===== config.mk =====
export PLATFORM = sky130hd
export DESIGN_NAME = gate_truth_scanner_flat
export DESIGN_NICKNAME = d
export VERILOG_FILES = /design/src/rtl/gate_truth_scanner_if.sv /design/src/rtl/gate_truth_scanner.sv /design/src/flat_wrapper.sv
export SDC_FILE = /design/constraint.sdc
export NUM_CORES = 1
export LEC_CHECK = 0
export ABC_CLOCK_PERIOD_IN_PS = 1950
export CAP_MARGIN = 20
export CORE_ASPECT_RATIO = 0.75
export CORE_MARGIN = 1.5
export CORE_UTILIZATION = 35
export CTS_BUF_LIST = sky130_fd_sc_hd__clkbuf_4
export DETAILED_ROUTE_END_ITERATION = 7
export REMOVE_ABC_BUFFERS = 1
export SLEW_MARGIN = 15
export SYNTH_ARGS = -nofsm -noshare
export SYNTH_HDL_FRONTEND = slang
export SYNTH_SLANG_ARGS = --single-unit

===== constraint.sdc =====
create_clock -name clock -period 1.95 [get_ports clock]
set_input_delay 0.2925 -clock clock [delete_from_list [all_inputs] [get_ports clock]]
set_output_delay 0.2925 -clock clock [all_outputs]
set_load 0.02 [all_outputs]

===== src/rtl/gate_truth_scanner_if.sv =====
// Scanner <-> gate-under-test bundle: start/busy/done handshake plus gate drive and result.
// Compare ports exist only when GATE_SCAN_CHECK_EN is defined.
interface gate_truth_scanner_if;
  logic       start;
  logic [1:0] mask_in;
  logic       gate_result;
  logic       gate_in1;
  logic       gate_in2;
  logic [1:0] gate_mask;
  logic       busy;
  logic       done;
  logic [3:0] truth_table;
`ifdef GATE_SCAN_CHECK_EN
  logic [3:0] expected;
  logic       pass;
  logic       fail;

  modport master (
    input  start, mask_in, gate_result, expected,
    output gate_in1, gate_in2, gate_mask, busy, done, truth_table, pass, fail
  );
  modport slave (
    output start, mask_in, gate_result, expected,
    input  gate_in1, gate_in2, gate_mask, busy, done, truth_table, pass, fail
  );
`else
  modport master (
    input  start, mask_in, gate_result,
    output gate_in1, gate_in2, gate_mask, busy, done, truth_table
  );
  modport slave (
    output start, mask_in, gate_result,
    input  gate_in1, gate_in2, gate_mask, busy, done, truth_table
  );
`endif
endinterface


===== src/rtl/gate_truth_scanner.sv =====
// Walks a 2-input bubble-mask gate through all four input vectors and builds its truth table.
// Optional GATE_SCAN_CHECK_EN adds a registered pass/fail compare against an expected table.
module gate_truth_scanner #(
  parameter int unsigned SETTLE_CYCLES = 2,
  parameter int unsigned CNT_WIDTH     = 4
) (
  input  logic                  clock,
  input  logic                  reset,
  gate_truth_scanner_if.master  bus
);

  localparam logic [CNT_WIDTH-1:0] SETTLE_LAST = CNT_WIDTH'(SETTLE_CYCLES - 1);

  typedef enum logic [1:0] {IDLE, DRIVE, SAMPLE, DONE} state_t;

  state_t               state_q, state_d;
  logic [1:0]           index_q, index_d;
  logic [CNT_WIDTH-1:0] counter_q, counter_d;
  logic [1:0]           vec_q, vec_d;
  logic [1:0]           mask_q, mask_d;
  logic                 busy_q, busy_d;
  logic                 done_q, done_d;
  logic [3:0]           tt_q, tt_d;
`ifdef GATE_SCAN_CHECK_EN
  logic [3:0]           exp_q, exp_d;
  logic                 pass_q, pass_d;
  logic                 fail_q, fail_d;
`endif

  // State and registered outputs
  always_ff @(posedge clock or posedge reset) begin
    if (reset) begin
      state_q   <= IDLE;
      index_q   <= 2'd0;
      counter_q <= '0;
      vec_q     <= 2'd0;
      mask_q    <= 2'd0;
      busy_q    <= 1'b0;
      done_q    <= 1'b0;
      tt_q      <= 4'd0;
`ifdef GATE_SCAN_CHECK_EN
      exp_q     <= 4'd0;
      pass_q    <= 1'b0;
      fail_q    <= 1'b0;
`endif
    end else begin
      state_q   <= state_d;
      index_q   <= index_d;
      counter_q <= counter_d;
      vec_q     <= vec_d;
      mask_q    <= mask_d;
      busy_q    <= busy_d;
      done_q    <= done_d;
      tt_q      <= tt_d;
`ifdef GATE_SCAN_CHECK_EN
      exp_q     <= exp_d;
      pass_q    <= pass_d;
      fail_q    <= fail_d;
`endif
    end
  end

  // Next-state and next-output logic; outputs are computed for the state being entered
  always_comb begin
    state_d   = state_q;
    index_d   = index_q;
    counter_d = counter_q;
    vec_d     = vec_q;
    mask_d    = mask_q;
    busy_d    = busy_q;
    done_d    = 1'b0;
    tt_d      = tt_q;
`ifdef GATE_SCAN_CHECK_EN
    exp_d     = exp_q;
    pass_d    = pass_q;
    fail_d    = fail_q;
`endif
    unique case (state_q)
      IDLE: begin
        if (bus.start) begin
          mask_d    = bus.mask_in;
          index_d   = 2'd0;
          counter_d = '0;
          vec_d     = 2'd0;
          busy_d    = 1'b1;
          state_d   = DRIVE;
`ifdef GATE_SCAN_CHECK_EN
          exp_d     = bus.expected;
          pass_d    = 1'b0;
          fail_d    = 1'b0;
`endif
        end
      end
      DRIVE: begin
        counter_d = counter_q + CNT_WIDTH'(1);
        if (counter_q == SETTLE_LAST) state_d = SAMPLE;
      end
      SAMPLE: begin
        tt_d[index_q] = bus.gate_result;
        if (index_q == 2'd3) begin
          busy_d  = 1'b0;
          done_d  = 1'b1;
          state_d = DONE;
`ifdef GATE_SCAN_CHECK_EN
          pass_d  = (tt_d == exp_q);
          fail_d  = (tt_d != exp_q);
`endif
        end else begin
          index_d   = index_q + 2'd1;
          vec_d     = index_q + 2'd1;
          counter_d = '0;
          state_d   = DRIVE;
        end
      end
      DONE: begin
        vec_d   = 2'd0;
        state_d = IDLE;
      end
      default: state_d = IDLE;
    endcase
  end

  assign bus.gate_in1    = vec_q[0];
  assign bus.gate_in2    = vec_q[1];
  assign bus.gate_mask   = mask_q;
  assign bus.busy        = busy_q;
  assign bus.done        = done_q;
  assign bus.truth_table = tt_q;
`ifdef GATE_SCAN_CHECK_EN
  assign bus.pass        = pass_q;
  assign bus.fail        = fail_q;
`endif

endmodule


===== src/flat_wrapper.sv =====
// flat-port wrapper written by rule: the top's interface ports become plain ports
module gate_truth_scanner_flat 
#(
  parameter int unsigned SETTLE_CYCLES = 2,
  parameter int unsigned CNT_WIDTH     = 4
)
  (clock, reset, bus_start, bus_mask_in, bus_gate_result, bus_gate_in1, bus_gate_in2, bus_gate_mask, bus_busy, bus_done, bus_truth_table);
  gate_truth_scanner_if bus_i ();
  input  logic clock;
  input  logic reset;
  input wire logic [$bits(bus_i.start)-1:0] bus_start;
  input wire logic [$bits(bus_i.mask_in)-1:0] bus_mask_in;
  input wire logic [$bits(bus_i.gate_result)-1:0] bus_gate_result;
  output wire logic [$bits(bus_i.gate_in1)-1:0] bus_gate_in1;
  output wire logic [$bits(bus_i.gate_in2)-1:0] bus_gate_in2;
  output wire logic [$bits(bus_i.gate_mask)-1:0] bus_gate_mask;
  output wire logic [$bits(bus_i.busy)-1:0] bus_busy;
  output wire logic [$bits(bus_i.done)-1:0] bus_done;
  output wire logic [$bits(bus_i.truth_table)-1:0] bus_truth_table;
  assign bus_i.start = bus_start;
  assign bus_i.mask_in = bus_mask_in;
  assign bus_i.gate_result = bus_gate_result;
  assign bus_gate_in1 = bus_i.gate_in1;
  assign bus_gate_in2 = bus_i.gate_in2;
  assign bus_gate_mask = bus_i.gate_mask;
  assign bus_busy = bus_i.busy;
  assign bus_done = bus_i.done;
  assign bus_truth_table = bus_i.truth_table;
  gate_truth_scanner #(.SETTLE_CYCLES(SETTLE_CYCLES), .CNT_WIDTH(CNT_WIDTH)) u_core (.clock(clock), .reset(reset), .bus(bus_i));
endmodule

==> flow_metrics.py <==
metrics = {
    "critical_path": {
        "r2r-end": "u_core.counter_q[2]$_DFFE_PP0P_",
        "ff2ff_setup_slack_ns": 0.40,
        "timing.critical_path.to": "bus_gate_in1",
        "critical_path.max_stage_delay_ns": 0.62,
        "crit_slowest_cell": "clkdlybuf4s50_1",
        "path_delay_family": "buffers and inverters",
        "path_class": "reg2out",
        "critical_path_arrival_ns": 1.30,
        "r2r_cells": 4,
        "cp-startpoint": "u_core.vec_q[0]$_DFFE_PP0P_",
        "end_kind": "primary output",
        "crit_chain": "clkdlybuf4s50_1",
        "worstPathRequired_ns": 1.66,
        "crit_path_max_fanout": 3,
        "crit_cells": 1,
        "start_kind": "flop",
        "path_buf_inv": 1,
        "r2r_start": "u_core.index_q[0]$_DFFE_PP0P_",
    },
    "detailed_routing": {
        "ant_nets": 0,
        "finalWirelength_um": 1700,
        "first_pass_iters": 4,
        "wl_per_cell_um": 12.8,
        "route.vias.total": 643,
        "drt-vias-per-instance": 4.83,
        "drtIter0Drc": 19,
        "drc_errors": 0,
    },
    "floorplanning": {
        "core_mm2": 0.00236,
        "die_x_um": 61.5,
        "start_util_pct": 37.9,
        "rows": 15,
        "die_area_mm2": 0.00288,
        "ios": 16,
        "die_y_um": 46.8,
    },
    "timing": {
        "relSlewSlack_pct": 62.3,
        "fmax_mhz": 627,
        "finalCritPeriodShare_pct": 81.8,
        "slew_viol_final": 0,
        "grt_setup_unrepaired": "false",
        "fin_skew_ns": 0.00288,
        "fin_setup_tns_ns": 0,
        "period_needed_ns": 1.59,
        "setup_viol": 0,
        "fin_ws_ns": 0.356,
        "tightestPinTransition_ns": 0.560,
        "hold_viol": 0,
    },
    "finish": {
        "syn2layout_area_growth_pct": 24.3,
        "drive_above_1_share_pct": 10.1,
        "antenna_cells": 0,
        "n_fill_cell": 239,
        "num-nets-final": 114,
        "seq_area_um2": 450,
        "final_cells": 133,
        "final_util_pct": 47.1,
        "multi_input_area_um2": 415,
    },
    "synthesis": {
        "synth_cells": 81,
        "synth.most_common_cell": "dfrtp_1",
        "ys_top_cells_by_area": "dfrtp_1 50%, ha_1 9.8%, o21ai_0 3.9%",
        "synthMuxAreaShare_pct": 9.21,
        "synth_xor_area_share_pct": 0,
        "synth_top_family_by_area": "compound AO/OA/AOI/OAI gates",
        "yosysWarnings": 0,
        "yosys.area.top_type": "dfrtp_1",
        "yosys_register_bits": 18,
        "async_reset_ff_share_pct": 100,
        "syn_area_um2": 897,
        "synth_edf_count": 0,
        "ys.flop_type": "dfrtp_1",
        "synth_compound_area_share_pct": 13.8,
        "synth-simple-area-share_pct": 13.5,
        "ys_seq_area_share_pct": 50.2,
        "synth_top_area_share_pct": 50.2,
        "ys_top_cells_by_count": "18 x dfrtp_1, 8 x nand2_1, 7 x ha_1, 7 x inv_1, 7 x o21ai_0",
        "syn-mean-instance-area_um2": 11.1,
        "synth-adder-area-share_pct": 9.76,
        "synth_cell_types": 27,
    },
    "clock_network": {
        "hold_buffers": 0,
        "h-tree-depth": 1,
        "cts_resized": 0,
        "numCtsBuffers": 3,
        "cts_sinks": 18,
        "clk_pin_slew_ns": 0.10,
        "clockBufferDepth": 2,
        "cts_tree": "done",
        "cts_setup_buffers": 0,
        "cts_root_buf": "clkbuf_4",
        "clock_latency_ns": 0.29,
    },
    "placement": {
        "port_buffers": 15,
        "dp_hpwl_um": 1240,
        "dp.cells": 130,
        "place_ws_ns": 0.368,
        "routabilityCongestion": 0.737,
    },
    "run": {
        "max_cap_violations": 0,
    },
    "global_route": {
        "grt.overflow.total": 0,
        "grt_max_degree": 19,
        "grt_pass1_wl_um": 2800,
        "grt_pass1_vias": 598,
        "antenna_found_initial": 0,
        "grtUsageTotal_pct": 13.8,
    },
    "power_and_ir_drop": {
        "finalPower_uw": 1480,
        "pwr_density_cell_mw_per_mm2": 1330,
        "power.leakage_uw": 0.000518,
        "ir_worst_vdd_mv": 0.522,
    },
    "run_status": {
        "status": "finished clean",
    },
    "hold_path": {
        "min_path_type": "in2async",
    },
}
[cell families after synthesis]
family | Yosys count
buffers and inverters | 8
AOI/OAI and AO/OA | 18
and+or+nand+nor | 23
muxes | 7
adders and majority gates | 7
DFF | 18
[where the power goes]
group          switching, uW  internal [uW]
clock                    112           72.0
combinational            313            326
sequential               153            506
total                    578            904
[final cells by class]
class,instances,area share (%)
Timing Repair Buffer,16,14.1
Tap cell,34,3.82
Clock buffer,3,2.02
Inverter,7,2.36
Sequential cell,18,40.4
Multi-Input combinational cell,55,37.3
[worst min-delay path by stage]
stage	slack, ns	end	startpoint
floorplan	0.23	u_core.bus.busy$_DFFE_PP0P_	reset
global placement	0.47	u_core.bus.truth_table[2]$_DFFE_PP0P_	u_core.bus.truth_table[2]$_DFFE_PP0P_
detailed placement	0.48	u_core.bus.truth_table[2]$_DFFE_PP0P_	u_core.bus.truth_table[2]$_DFFE_PP0P_
CTS	0.32	u_core.counter_q[0]$_DFFE_PP0P_	reset
global route	0.33	u_core.counter_q[1]$_DFFE_PP0P_	reset
finish	0.32	u_core.counter_q[2]$_DFFE_PP0P_	reset
[sequential cells by signal (all words and copies together), names as in the netlist]
register and count:
u_core.bus.busy 1, u_core.bus.done 1, u_core.bus.gate_mask 2, u_core.bus.truth_table 4
u_core.counter_q 4, u_core.index_q 2, u_core.state_q 2, u_core.vec_q 2
[layer usage]
layer / global-route usage (%) / routed length [um] / part of all wire [%] / vias to the layer above
met2: 20.2 / 703 / 41 / 22
met1: 19.3 / 880 / 52 / 304
met5: 0 / 0 / 0 / -
li1: - / - / - / 315
met3: 5.79 / 108 / 6.3 / 2
met4: 2.55 / 10 / 0.59 / 0
[placed cells by master, fill, tap and decap left out, drive strengths merged]
cell	n
clkbuf	3
a211o	2
a22oi	1
o21bai	1
a21o	2
inv	7
a21oi	1
nor2b	2
dfrtp	18
o21ai	7
ha	7
nor3b	1
and3b	1
nor2	4
clkdlybuf4s50	15
nand3	1
nor3	2
buf	1
and3	1
nand2	9
o31ai	1
nand2b	2
a32o	2
mux2	7
o2bb2ai	1
[through the flow]
stage / hold WS, ns / area, um^2
after floorplan: 0.231 / 892
after global placement: 0.473 / 1090
after detailed placement: 0.481 / 1090
after CTS: 0.322 / 1110
after global routing: 0.326 / 1110
final: 0.316 / 1110
Power figures use the tool's default switching activity.
